## config.mk

```make
export PLATFORM = sky130hd
export DESIGN_NAME = unidade_pc
export DESIGN_NICKNAME = d
export VERILOG_FILES = /design/src/rtl/pc_defs.sv /design/src/rtl/pc_next_calc.sv /design/src/rtl/unidade_pc.sv
export SDC_FILE = /design/constraint.sdc
export NUM_CORES = 1
export LEC_CHECK = 0
export BUFFER_PORTS_ARGS = -buffer_cell sky130_fd_sc_hd__buf_2
export CORE_AREA = 2 2 98 53
export CTS_BUF_LIST = sky130_fd_sc_hd__clkbuf_16
export CTS_CLUSTER_SIZE = 28
export DETAILED_ROUTE_END_ITERATION = 16
export DIE_AREA = 0 0 100 55
export SYNTH_ARGS = -nofsm -noshare
export SYNTH_HDL_FRONTEND = slang
export SYNTH_SLANG_ARGS = --single-unit
```

## constraint.sdc

```tcl
create_clock -name clock -period 3.05 [get_ports clock]
set_input_delay 0.61 -clock clock [delete_from_list [all_inputs] [get_ports clock]]
set_output_delay 0.61 -clock clock [all_outputs]
set_load 0.02 [all_outputs]
```

## src/rtl/pc_defs.sv

```systemverilog
// Shared definitions for the program-counter stage: FSM encoding, default widths
// and the fixed PC increments.
package pc_defs;

  typedef enum logic [1:0] {
    BOOT = 2'd0,
    RUN  = 2'd1,
    HALT = 2'd2
  } pc_state_t;

  localparam int PC_W_DEF  = 8;
  localparam int OFF_W_DEF = 4;
  localparam int CNT_W_DEF = 16;

  localparam int SEQ_INC  = 1;
  localparam int SKIP_INC = 2;

endpackage

```

## src/rtl/pc_next_calc.sv

```systemverilog
// Combinational next-PC datapath. The sum is one bit wider than the PC so the
// top bit flags overflow on add and borrow on subtract.
module pc_next_calc
  import pc_defs::*;
#(
  parameter int PC_W  = PC_W_DEF,
  parameter int OFF_W = OFF_W_DEF
) (
  input  logic [PC_W-1:0]  pc,
  input  logic             branch_en,
  input  logic             branch_sub,
  input  logic [OFF_W-1:0] branch_off,
  input  logic             skip_en,
  output logic [PC_W-1:0]  next_pc,
  output logic             next_wrap
);

  logic [PC_W:0] pc_ext;
  logic [PC_W:0] off_ext;
  logic [PC_W:0] sum;

  assign pc_ext  = {1'b0, pc};
  assign off_ext = {{(PC_W + 1 - OFF_W){1'b0}}, branch_off};

  // Branch beats skip beats sequential; the caller gates the enables by state.
  always_comb begin
    sum = pc_ext + (PC_W + 1)'(SEQ_INC);
    if (branch_en) begin
      if (branch_sub) sum = pc_ext - off_ext;
      else            sum = pc_ext + off_ext;
    end else if (skip_en) begin
      sum = pc_ext + (PC_W + 1)'(SKIP_INC);
    end
  end

  assign next_pc   = sum[PC_W-1:0];
  assign next_wrap = sum[PC_W];

endmodule

```

## src/rtl/unidade_pc.sv

```systemverilog
// Program-counter stage: PC register, BOOT/RUN/HALT fetch control, registered
// wrap flag and a saturating retired-instruction counter.
module unidade_pc
  import pc_defs::*;
#(
  parameter int              PC_W     = PC_W_DEF,
  parameter int              OFF_W    = OFF_W_DEF,
  parameter int              CNT_W    = CNT_W_DEF,
  parameter logic [PC_W-1:0] PC_RESET = '0
) (
  input  logic             clock,
  input  logic             reset,
  input  logic             branch_en,
  input  logic             branch_sub,
  input  logic [OFF_W-1:0] branch_off,
  input  logic             skip_en,
  input  logic             halt_req,
  input  logic             resume,
  output logic [PC_W-1:0]  pc,
  output logic             instr_valid,
  output logic             halted,
  output logic             pc_wrap,
  output logic [CNT_W-1:0] retired
);

  pc_state_t       state;
  logic            calc_branch;
  logic            calc_skip;
  logic [PC_W-1:0] next_pc;
  logic            next_wrap;

  // Outside RUN the calculator falls back to pc + 1, which is exactly the resume step.
  assign calc_branch = branch_en && (state == RUN);
  assign calc_skip   = skip_en   && (state == RUN);

  pc_next_calc #(
    .PC_W (PC_W),
    .OFF_W(OFF_W)
  ) u_next (
    .pc        (pc),
    .branch_en (calc_branch),
    .branch_sub(branch_sub),
    .branch_off(branch_off),
    .skip_en   (calc_skip),
    .next_pc   (next_pc),
    .next_wrap (next_wrap)
  );

  always_ff @(posedge clock) begin
    if (reset) begin
      state   <= BOOT;
      pc      <= PC_RESET;
      pc_wrap <= 1'b0;
      retired <= '0;
    end else begin
      pc_wrap <= 1'b0;
      case (state)
        BOOT: state <= RUN;
        RUN: begin
          if (retired != '1) retired <= retired + CNT_W'(1);
          if (halt_req) begin
            state <= HALT;
          end else begin
            pc      <= next_pc;
            pc_wrap <= next_wrap;
          end
        end
        HALT: begin
          if (resume) begin
            state   <= RUN;
            pc      <= next_pc;
            pc_wrap <= next_wrap;
          end
        end
        default: state <= BOOT;
      endcase
    end
  end

  assign instr_valid = (state == RUN);
  assign halted      = (state == HALT);

endmodule
```

Word level (Yosys, flattened, before mapping)
Cells that the tools add are included.

word-level totals
  bits in latches = 0
  output and inout port bits = 27
  memory bits (read-only) = 0
  register bits = 27
  memories = 0
  memory bits (writable) = 0

operators by class
  add/subtract/negate cells = 5
  div/mod/pow operators = 0
  multiply operators = 0
  order comparisons = 0
  bitwise gates (word level) = 0
  eq/ne operators = 6
  shift operators = 0
  mux-type cells = 12
  reduce and logical (&&, ||, !) cells = 7

operators by type and width
  kind                                            number
  2-to-1 mux 9 bit                                3
  adder 16 x 1 -> 16 bit (second input constant)  1
  2-to-1 mux 8 bit                                2
  inequality test 16 bit (second input constant)  1
  one-hot mux 8 bit (2 select lines)              1
  adder 8 x 1 -> 9 bit (second input constant)    1
  adder 8 x 2 -> 9 bit (second input constant)    1
  adder 8 x 4 -> 9 bit                            1
  subtractor 8 x 4 -> 9 bit                       1
  inequality test 2 bit (second input constant)   3
  one-hot mux 2 bit (3 select lines)              1
  2-to-1 mux 2 bit                                2
  AND reduction 2 bit                             2
  AND reduction 3 bit                             1
  == test 2 x 1 -> 1 bit (second input constant)  1
  == test 2 bit (second input constant)           1
  logical AND 1 bit                               2
  zero test 2 bit                                 1
  2-to-1 mux 1 bit                                2
  one-hot mux 1 bit (2 select lines)              1
  nonzero test 2 bit                              1

Logic depth before layout (Yosys ltp)
Gate-level depths: netlist of the first run.

  depth after elaboration = 6
  mapped depth = 10

Cells and area by module
From an unflattened synthesis of the first run, not the netlist that was laid out.

unflattened totals
  cell total of the unflattened synthesis = 241
  area, all modules = 2018.2 um2

by module, submodules not included
  module        cells an instance  times used  area an instance (um2)
  unidade_pc    145                1           1336.3
  pc_next_calc  96                 1           681.9

Worst setup path before layout of the first run
No wires, ideal clock.

  path kind = input port to flip-flop
  start point = in branch_off[1]
  end point = reg pc[6]
  path buffers = 0
  stages on the path = 9
  arrival time = 2.505 ns
  setup slack = 0.471 ns
  required time = 2.976 ns
  setup time = 0.074 ns
  cell sequence = nor3_1 -> ha_1 -> mux2i_1 -> ha_1 -> and3_1 -> a221oi_1 -> xor2_1 -> or3_1 -> a31oi_1

on the way
  cells in the longest elaborated chain, start to end = 5
  elaborated cells between the ends (all ways) = 7
  classes of those cells = add/sub: 2; mux: 5

RTL lines
  item                                                                      line                                    source
  start: declaration                                                        unidade_pc.sv:15                        input logic [OFF_W-1:0] branch_off,
  adder 8 x 4 -> 9 bit / subtractor 8 x 4 -> 9 bit (equally long branches)  pc_next_calc.sv:30, pc_next_calc.sv:29
  2-to-1 mux 9 bit *                                                        pc_next_calc.sv:29                      if (branch_sub) sum = pc_ext - off_ext;
  2-to-1 mux 9 bit *                                                        pc_next_calc.sv:28                      if (branch_en) begin
  2-to-1 mux 8 bit (on tied branches)                                       unidade_pc.sv:69, unidade_pc.sv:61
  one-hot mux 8 bit (2 select lines) *                                      unidade_pc.sv:57                        case (state)
  end signal: assignment                                                    unidade_pc.sv:64                        pc <= next_pc;
  end signal: assignment                                                    unidade_pc.sv:71                        pc <= next_pc;
  end: declaration                                                          unidade_pc.sv:19                        output logic [PC_W-1:0] pc,

Every way passes the cells marked *; elsewhere a longest branch is shown, timed or not. The select of a mux whose other input is x is not followed.
A chain may end at the register's enable or synchronous reset.

Worst setup path in the final report of the first run
Same ends and word-level chain as after synthesis.

==> out/results.txt, run 1 <==
Type of the worst setup path = in2reg
Initial Utilization = 0.422
Syn Nets = 270
Final Setup Violations = 0
Drt first-iter violations = 99
Die Ht = 55 microns
Clock root buffer = clkbuf_16
Clock tree buffer depth = 2
Die Wd = 100 microns
Total Power = 1.02 mW
# diodes = 0
Clock slew seen by the registers of the worst setup and hold paths = 0.07 ns
Yosys warnings = 0
Clk_skew = 0.00517 ns
GRT Total Usage = 0.183
Synth top area share = 0.273
CTS H-Tree Depth = 1
# IOs = 38
Gate power share = 0.309
Clock sinks = 27
Synthesis-to-finish area growth = 15.3%
Max-slew violations = 0
Critical path arrival = 2.90 ns
Count of input and output buffers = 37
Worst Path Max Fanout = 4
Class of the worst hold path = reg2reg
Switching power = 0.348 mW
Largest net degree at the start of global routing = 27
Initial antenna violation count = 0
First-pass GRT wire length = 7730 microns
DRT antenna net count = 0
Crit end category = register
Mapped Area = 0.00198 sq mm
Number of CTS-inserted buffers = 3
Fin util = 0.486
Fin nets = 304
Core area = 0.00468 sq mm
FP Rows = 18
Hold path depth = 1
Final WL = 4820 microns
Seq cells post-synth = 27
Upper clock frequency limit = 0.369 GHz
DPL Wire Length = 3670 microns
Grt total ovfl = 0
Fin crit share = 0.888
Slew @ Worst Pin = 0.654 ns
Power Dens Cells = 448 mW/mm^2
VDD IR-drop max = 225 uV
Drt drc = 0
Post-layout minimum cycle time = 2.71 ns
RePlAce Congestion = 0.834
Flop pwr share = 0.398
Max-Cap Viols = 0
Via-to-Cell Ratio = 5.56
Internal = 0.672 mW
Top cell type by total area after synthesis = dfxtp_1
Fin. Hold Viols = 0
Wire per inst = 14.4 microns
Area contributors post-synth = dfxtp_1 (27%), ha_1 (11%), nor2_1 (5.9%)
Fin Setup TNS = 0 ns
Post-synthesis cell count = 241
Cts repair resizes = 0
Number of global-route vias before repair = 1517
Share of cells above drive strength 1 = 0.197
Syn_area_per_cell = 8.20 sq um
Clock Power Share = 0.293
Ys flop type = dfxtp_1
Crit path launch type = input pin
Die area = 0.00550 sq mm
DR vias = 1857
R2R cell count = 7
Setup repair after global routing missed its margin = no
Cts hold-fix bufs = 0
Clock Latency Late Sink = 0.26 ns
Drt first pass iters = 4
Hold slack = 0.522 ns
CTS tree = yes
Number of synthesized flops with an enable pin = 0
Async SR Flop Fraction = 0
Relative slew slack = 0.564
Status = complete, no violations
Post-CTS Setup Inserts = 0
Worst Path Required = 3.24 ns
Leak pwr = 1.01 nW
Switching fraction of total power = 0.341
Synth unique cells = 59
Sequential area share after synthesis = 0.273
## cells in the mapped netlist (3+ instances only)
library cell  count
nor2_1           31
dfxtp_1          27
a21oi_1          20
ha_1             17
nand2_1          16
xor2_1           12
inv_1             9
nor3_1            9
a21o_1            6
o21ai_0           6
nand3_1           5
nand4_1           5
xnor2_1           5
and3_1            4
clkbuf_1          4
nor2b_1           4
o211ai_1          4
o21ai_1           4
buf_2             3
mux2i_1           3
or3_1             3
## layout by cell type, fill, tap and decap left out, types with 3 or more instances in the layout
cell,instances
mux2i_1,3
nor2b_1,4
buf_2,37
nor3_1,9
dfxtp_1,27
inv_1,10
nand3_1,5
clkbuf_16,3
a21o_1,6
and3_1,4
o21ai_0,6
xnor2_1,5
ha_1,17
or3_1,3
nand4_1,5
o211ai_1,4
nor2_1,31
o21ai_1,4
xor2_1,12
a21oi_1,20
nand2_1,16
## power groups by stage
| stage | clock (mW) | sequential, mW | combinational, mW |
|---|---|---|---|
| finish | 0.299 | 0.406 | 0.315 |
| global route | 0.323 | 0.411 | 0.356 |
| CTS | 0.308 | 0.406 | 0.316 |
| detailed placement | 0 | 0.414 | 0.313 |
| global placement | 0 | 0.414 | 0.311 |
| floorplan | 0 | 0.427 | 0.221 |
## sequential cells by signal (all words and copies together) (netlist names)
name,flops
pc_wrap,1
retired,16
state,2
pc,8
## per-stage QoR
| step | worst slack, ns | instance area [sq um] | instances |
|---|---|---|---|
| detailed placement | 0.0771 | 2200 | 330 |
| floorplan | 0.471 | 1980 | 241 |
| CTS | 0.353 | 2280 | 334 |
| global route | 0.200 | 2280 | 334 |
| global placement | 0.145 | 2200 | 330 |
| finish | 0.340 | 2280 | 334 |
## kinds of logic (layout without fill, tap and decap cells)
group / after synthesis / count (layout) / synth area share
simple gates: 98 / 98 / 0.268
flops: 27 / 27 / 0.273
xor+xnor: 17 / 17 / 0.0753
buf+inv: 17 / 50 / 0.0361
fa+ha+maj: 18 / 18 / 0.118
compound gates: 61 / 61 / 0.214
mux: 3 / 3 / 0.0152
## layout make-up
type                    instances  area, sq um
clock buffers                   3         75.1
clock inverters                 1         3.75
fillers                       478         2410
inverters                       9         33.8
multi-input cells             197         1370
flip-flops and latches         27          541
well taps                      60         75.1
repair buffers                 37          185
## critical path, cell delays in order
cell	delay, ns
buf_2	0.11
nor3_1	0.31
ha_1	0.30
mux2i_1	0.13
ha_1	0.29
and3_1	0.18
a221oi_1	0.42
xor2_1	0.10
or3_1	0.32
a31oi_1	0.13
## final timing paths
| check | from | end | slack, ns |
|---|---|---|---|
| setup / recovery | branch_off[1] | pc[6] | 0.34 |
| hold / removal | retired[3] | retired[3] | 0.52 |
| setup reg to reg | state[1] | pc[7] | 0.73 |
| hold reg to reg | retired[3] | retired[3] | 0.52 |
## routing by layer
layer	track usage	wire length, microns	vias to the layer above
met5	0	0	-
met4	0.0411	48	0
met3	0.0402	317	4
met2	0.251	1790	48
met1	0.285	2670	861
li1	-	-	944
(Power assumes the default switching activity.)
==> run 2: changes to the inputs <==
- clock period: 3.05 -> 2.8 ns (I/O delays scaled with it)
==> run 2 against run 1 <==
Compared with the run above:
- combinational power increased by 12%
- sequential power increased by 8.9%
- setup slack got worse by 0.16 ns
- utilization rose by 0.67 points
- via count fell by 2.8%
- non-clock buffer count increased by 4
- clock skew shrank 0.0023 ns
- global-route usage down 0.38 points
- final cell count increased by 1.2%
- first-iteration DRC count up 10%
- clock power is 9.0% higher
==> out/results.txt, run 2 (synthesis results as in run 1) <==
Crit end category = register (unchanged)
Largest Register = retired (unchanged)
Fin. Hold Viols = 0 (unchanged)
Upper clock frequency limit = 0.381 GHz
Drt first pass iters = 4 (unchanged)
Max reg flops = 16 (unchanged)
Die area = 0.00550 sq mm (unchanged)
DR vias = 1805 (was 1857)
Synthesis-to-finish area growth = 16.8% (was 15.3%)
Max-Cap Viols = 0 (unchanged)
Drt drc = 0 (unchanged)
Critical path arrival = 2.81 ns (was 2.90 ns)
GRT Total Usage = 0.179 (was 0.183)
Die Wd = 100 microns (unchanged)
Post-CTS Setup Inserts = 0 (unchanged)
Clock slew seen by the registers of the worst setup and hold paths = 0.06 ns (was 0.07 ns)
Initial Utilization = 0.422 (unchanged)
Slowest-stage cell, CP = nor3_1 (was a221oi_1)
Power Dens Cells = 485 mW/mm^2 (was 448 mW/mm^2)
Hold slack = 0.523 ns (was 0.522 ns)
Final WL = 4810 microns (was 4820 microns)
Final Setup Violations = 0 (unchanged)
Final instance area = 0.00231 sq mm (was 0.00228 sq mm)
Wire per inst = 14.2 microns (was 14.4 microns)
Setup repair after global routing missed its margin = no (unchanged)
Leak pwr = 1.03 nW (was 1.01 nW)
Crit path launch type = input pin (unchanged)
FP Rows = 18 (unchanged)
VDD IR-drop max = 251 uV (was 225 uV)
Relative slew slack = 0.581 (was 0.564)
Largest stage delay, worst path = 0.33 ns (was 0.42 ns)
Critical R2R Launch = pc[0] (was state[1])
Critical path's top delay family = simple AND/OR/NAND/NOR gates (unchanged)
Initial antenna violation count = 0 (unchanged)
Total Power = 1.12 mW (was 1.02 mW)
Share of cells above drive strength 1 = 0.212 (was 0.197)
CTS tree = yes (unchanged)
Class of the worst hold path = reg2reg (unchanged)
Core area = 0.00468 sq mm (unchanged)
Most frequent cells in the layout = buf_2 (37), nor2_1 (31), dfxtp_1 (27) (unchanged)
Critical Path Source = branch_off[1] (unchanged)
Grt total ovfl = 0 (unchanged)
CP Cell Sequence = buf_2 > nor3_1 > ha_1 > mux2i_1 > ha_1 > and3_1 > a221oi_1 > buf_4 > xor2_1 > or3_1 > a31oi_1 (was buf_2 > nor3_1 > ha_1 > mux2i_1 > ha_1 > and3_1 > a221oi_1 > xor2_1 > or3_1 > a31oi_1)
Biggest regs = retired: 16 flops, pc: 8 flops, state: 2 flops (unchanged)
Cts hold-fix bufs = 0 (unchanged)
Bufs and invs on worst path = 2 (was 1)
Placement Cell Area = 0.00223 sq mm (was 0.00220 sq mm)
Clock root buffer = clkbuf_16 (unchanged)
Drt first-iter violations = 109 (was 99)
Fillers = 462 (was 478)
CP dominant cell by count = ha_1 (unchanged)
Type of the worst setup path = in2reg (unchanged)
Post-layout minimum cycle time = 2.62 ns
Clock sinks = 27 (unchanged)
Fin crit share = 0.937
Clk_skew = 0.00292 ns (was 0.00517 ns)
Fin nets = 308 (was 304)
DPL Wire Length = 3770 microns (was 3670 microns)
Max-slew violations = 0 (unchanged)
Number of CTS-inserted buffers = 3 (unchanged)
Slew @ Worst Pin = 0.629 ns (was 0.654 ns)
Worst Path Required = 2.99 ns (was 3.24 ns)
Cts repair resizes = 0 (unchanged)
Count of input and output buffers = 37 (unchanged)
# IOs = 38 (unchanged)
Via-to-Cell Ratio = 5.34 (was 5.56)
Clock Latency Late Sink = 0.26 ns (about the same)
Clock tree buffer depth = 2 (unchanged)
Number of global-route vias before repair = 1519 (was 1517)
First-pass GRT wire length = 7720 microns (was 7730 microns)
RePlAce Congestion = 0.817 (was 0.834)
# diodes = 0 (unchanged)
DRT antenna net count = 0 (unchanged)
CTS H-Tree Depth = 1 (unchanged)
Largest net degree at the start of global routing = 27 (unchanged)
Status = complete, no violations (unchanged)
Die Ht = 55 microns (unchanged)
Worst Path Max Fanout = 3 (was 4)
Commonest non-fill, non-tap cell in the layout = buf_2 (unchanged)
Hold Path Origin = state[0] (was retired[3])
## run 2: cell count changes in the layout (fill, tap and decap cells not counted), sizes merged
cell / delta
clkinv: +1
inv: -1
buf: +4
## run 2: worst paths after layout
kind | endpoint | slack (ns) | cells after the start
max reg2reg | pc[6] | 0.55 | 10
min | state[0] | 0.52 | 2
max | pc[6] | 0.18 | 11
min reg2reg | state[0] | 0.52 | 2
## run 2: area by class of cell
class	instances	area, sq um	share of cell area
multi-input combinational	197	1370	0.591
sequential	27	541	0.234
timing repair buffer	41	215	0.0932
clock inverter	1	5.00	0.00217
inverter	9	33.8	0.0146
clock buffer	3	75.1	0.0325
tap	60	75.1	0.0325
## run 2: worst min-delay path, delay by kind of cell, from the launching register on
family / cells / cell delay (ns)
flops: 1 / 0.34
compound gates: 2 / 0.14
## run 2: layer usage
metal	global-route usage	vias to the layer above	wire length, microns
met3	0.0427	0	215
met4	0.00685	0	0
met1	0.287	822	2840
met5	0	-	0
met2	0.248	35	1760
li1	-	948	-
## run 2: power breakdown
part / internal (mW) / leakage, nW / switching [mW]
clock network: 0.193 / 0.0409 / 0.133
logic: 0.141 / 0.769 / 0.212
registers: 0.407 / 0.219 / 0.0344
total: 0.741 / 1.03 / 0.379
## run 2: metrics by stage
stage          setup TNS, ns  setup WS (ns)   util  instances
2_1_floorplan              0          0.271      -        241
3_3_place_gp         -0.0258        -0.0258  0.476        334
3_5_place_dp         -0.0687        -0.0687  0.476        334
4_1_cts                    0          0.204  0.493        338
5_1_grt                    0         0.0508  0.493        338
6_report                   0          0.176  0.493        338
==> run 3: changes to the inputs <==
- CORE_AREA: 2 2 98 53 -> 2 2 99 53
- CTS_BUF_LIST: sky130_fd_sc_hd__clkbuf_16 -> sky130_fd_sc_hd__clkbuf_2 sky130_fd_sc_hd__clkbuf_4 sky130_fd_sc_hd__clkbuf_8
- DIE_AREA: 0 0 100 55 -> 0 0 101 55
- SYNTH_HIERARCHICAL: default -> 1
==> run 3 against run 2 <==
Compared with the run above:
- synthesized cell count unchanged
- design area is 2.2% higher
- clock power down 28%
- highest routed layer unchanged
- power rose by 36%
- largest power group is now combinational cells
- critical path depth grew 1
- register-to-register slack got worse by 0.04 ns
- first-iteration DRC count down 17%
- final cell count grew 1.2%
==> out/results.txt, run 3 <==
Yosys warnings = 6 (was 0)
Cts hold-fix bufs = 0 (unchanged)
Fillers = 473 (was 462)
Sequential area share after synthesis = 0.268 (was 0.273)
Via-to-Cell Ratio = 5.26 (was 5.34)
Commonest non-fill, non-tap cell in the layout = buf_2 (unchanged)
Type of the worst setup path = in2reg (unchanged)
Relative slew slack = 0.442 (was 0.581)
Biggest regs = retired: 16 flops, pc: 8 flops, state: 2 flops (unchanged)
Largest Register = retired (unchanged)
Die Ht = 55 microns (unchanged)
Final WL = 4740 microns (was 4810 microns)
Drt drc = 0 (unchanged)
Most frequent cells in the layout = buf_2 (37), nor2_1 (27), dfxtp_1 (27) (was buf_2 (37), nor2_1 (31), dfxtp_1 (27))
Setup slack after layout = 0.179 ns (was 0.176 ns)
Clock root buffer = clkbuf_8 (was clkbuf_16)
Top sig layer = met3 (unchanged)
Upper clock frequency limit = 0.382 GHz (was 0.381 GHz)
Max reg flops = 16 (unchanged)
Post-CTS Setup Inserts = 0 (unchanged)
Clock Latency Late Sink = 0.27 ns (was 0.26 ns)
Drt first-iter violations = 90 (was 109)
Drt first pass iters = 4 (unchanged)
Synth top area share = 0.268 (was 0.273)
Initial Utilization = 0.427 (was 0.422)
RePlAce Congestion = 0.768 (was 0.817)
Die area = 0.00556 sq mm (was 0.00550 sq mm)
Met1 WL = 2870 microns (was 2840 microns)
Syn_area_per_cell = 8.37 sq um (was 8.20 sq um)
Critical Path Source = branch_off[0] (was branch_off[1])
FP Rows = 18 (unchanged)
Count of input and output buffers = 37 (unchanged)
Core area = 0.00473 sq mm (was 0.00468 sq mm)
Top cell type by total area after synthesis = dfxtp_1 (unchanged)
Clock tree buffer depth = 2 (unchanged)
Clock sinks = 27 (unchanged)
Ys flop type = dfxtp_1 (unchanged)
Seq cells post-synth = 27 (unchanged)
Fin. Hold Viols = 0 (unchanged)
Post-synthesis cell count = 241 (unchanged)
Final Setup Violations = 0 (unchanged)
Setup slack at placement = -0.105 ns (was -0.0687 ns)
Fin crit share = 0.936 (was 0.937)
DRT antenna net count = 0 (unchanged)
Area contributors post-synth = dfxtp_1 (27%), ha_1 (11%), mux2i_1 (7.9%) (was dfxtp_1 (27%), ha_1 (11%), nor2_1 (5.9%))
Class of the worst hold path = reg2reg (unchanged)
Leak pwr = 1.07 nW (was 1.03 nW)
Grt total ovfl = 0 (unchanged)
Met3 WL = 210 microns (was 215 microns)
Share of cells above drive strength 1 = 0.216 (was 0.212)
Synth top cells by count = dfxtp_1 (27), nor2_1 (27), ha_1 (18) (was nor2_1 (31), dfxtp_1 (27), a21oi_1 (20))
Crit end category = register (unchanged)
Wire length on met2 = 1660 microns (was 1760 microns)
DPL Wire Length = 3730 microns (was 3770 microns)
Async SR Flop Fraction = 0 (unchanged)
Die Wd = 101 microns (was 100 microns)
Status = complete, no violations (unchanged)
Clock slew seen by the registers of the worst setup and hold paths = 0.09 ns (was 0.06 ns)
DR vias = 1800 (was 1805)
Critical path arrival = 2.77 ns (was 2.81 ns)
Mapped Area = 0.00202 sq mm (was 0.00198 sq mm)
Number of synthesized flops with an enable pin = 0 (unchanged)
Max-Cap Viols = 0 (unchanged)
# IOs = 38 (unchanged)
Max-slew violations = 0 (unchanged)
# diodes = 0 (unchanged)
Worst Path Required = 2.95 ns (was 2.99 ns)
CTS tree = yes (unchanged)
Fin util = 0.499 (was 0.493)
Clk_skew = 0.00346 ns (was 0.00292 ns)
Setup repair after global routing missed its margin = no (unchanged)
Largest net degree at the start of global routing = 33 (was 27)
Slew @ Worst Pin = 0.827 ns (was 0.629 ns)
VDD IR-drop max = 416 uV (was 251 uV)
Hold Path Origin = retired[11] (was state[0])
Worst Path Max Fanout = 3 (unchanged)
Critical R2R Launch = pc[0] (unchanged)
First-pass GRT wire length = 7190 microns (was 7720 microns)
Power Dens Cells = 645 mW/mm^2 (was 485 mW/mm^2)
CTS H-Tree Depth = 1 (unchanged)
Initial antenna violation count = 0 (unchanged)
GRT Total Usage = 0.168 (was 0.179)
Fin nets = 313 (was 308)
Post-layout minimum cycle time = 2.62 ns (about the same)
Synth unique cells = 47 (was 59)
Synthesis-to-finish area growth = 16.9% (was 16.8%)
Wire per inst = 13.9 microns (was 14.2 microns)
Cts repair resizes = 0 (unchanged)
Crit path launch type = input pin (unchanged)
Number of CTS-inserted buffers = 3 (unchanged)
Syn Nets = 271 (was 270)
Number of global-route vias before repair = 1423 (was 1519)
[run 3: changes by cell type in the layout (fill, tap and decap cells not counted), moves of 5 or more]
cell / delta
mux2_2: +5
xor2_1: -6
nor3_1: -5
buf_4: +5
mux2i_1: +13
a21oi_1: -6
o21ai_0: +6
[run 3: kinds of logic after synthesis]
group,after synthesis,share of synthesized area
compound gates,54,0.177
mux,21,0.107
xor+xnor,14,0.0608
simple gates,84,0.224
buf+inv,22,0.0415
flops,27,0.268
fa+ha+maj,19,0.122
[run 3: area by class of cell]
cell class              instances  area [sq um]  share of cell area
inverters                      13          48.8              0.0207
repair buffers                 46           253               0.107
clock buffers                   4          48.8              0.0207
flip-flops and latches         27           541               0.229
multi-input cells             192          1390               0.591
well taps                      60          75.1              0.0318
[run 3: worst paths after layout]
check           endpoint  slack, ns  depth (start not counted)
min          retired[11]       0.51                          2
max                pc[7]       0.18                         12
max reg2reg      pc_wrap       0.51                         11
min reg2reg  retired[11]       0.51                          2
[run 3: metal layers]
layer / vias up / global-route usage
li1: 955 / -
met2: 32 / 0.209
met4: 0 / 0.00676
met5: - / 0
met3: 0 / 0.0452
met1: 813 / 0.281
[run 3: critical path: stages]
cell and delay, ns:
buf_2 0.11, inv_1 0.04, ha_1 0.28, mux2i_1 0.20, ha_1 0.27, nor2b_1 0.16
o31ai_2 0.28, a31oi_1 0.16, or3_1 0.33, a31o_1 0.22, mux2i_1 0.12, nor2_1 0.05
[run 3: report_power, final]
group	switching, mW	leakage, nW	internal (mW)	total, mW
logic	0.426	0.823	0.348	0.774
registers	0.0806	0.219	0.432	0.513
clock network	0.122	0.0262	0.112	0.234
total	0.629	1.07	0.893	1.52
[run 3: through the flow]
stage / power (mW) / hold WS, ns / instance area [sq um] / TNS, ns / cells
6_report: 1.52 / 0.511 / 2360 / 0 / 342
5_1_grt: 1.64 / 0.536 / 2360 / 0 / 342
4_1_cts: 1.54 / 0.520 / 2360 / 0 / 342
3_5_place_dp: 1.30 / 0.511 / 2310 / -0.247 / 338
3_3_place_gp: 1.28 / 0.504 / 2310 / -0.0565 / 338
2_1_floorplan: 1.09 / 0.514 / 2020 / 0 / 241
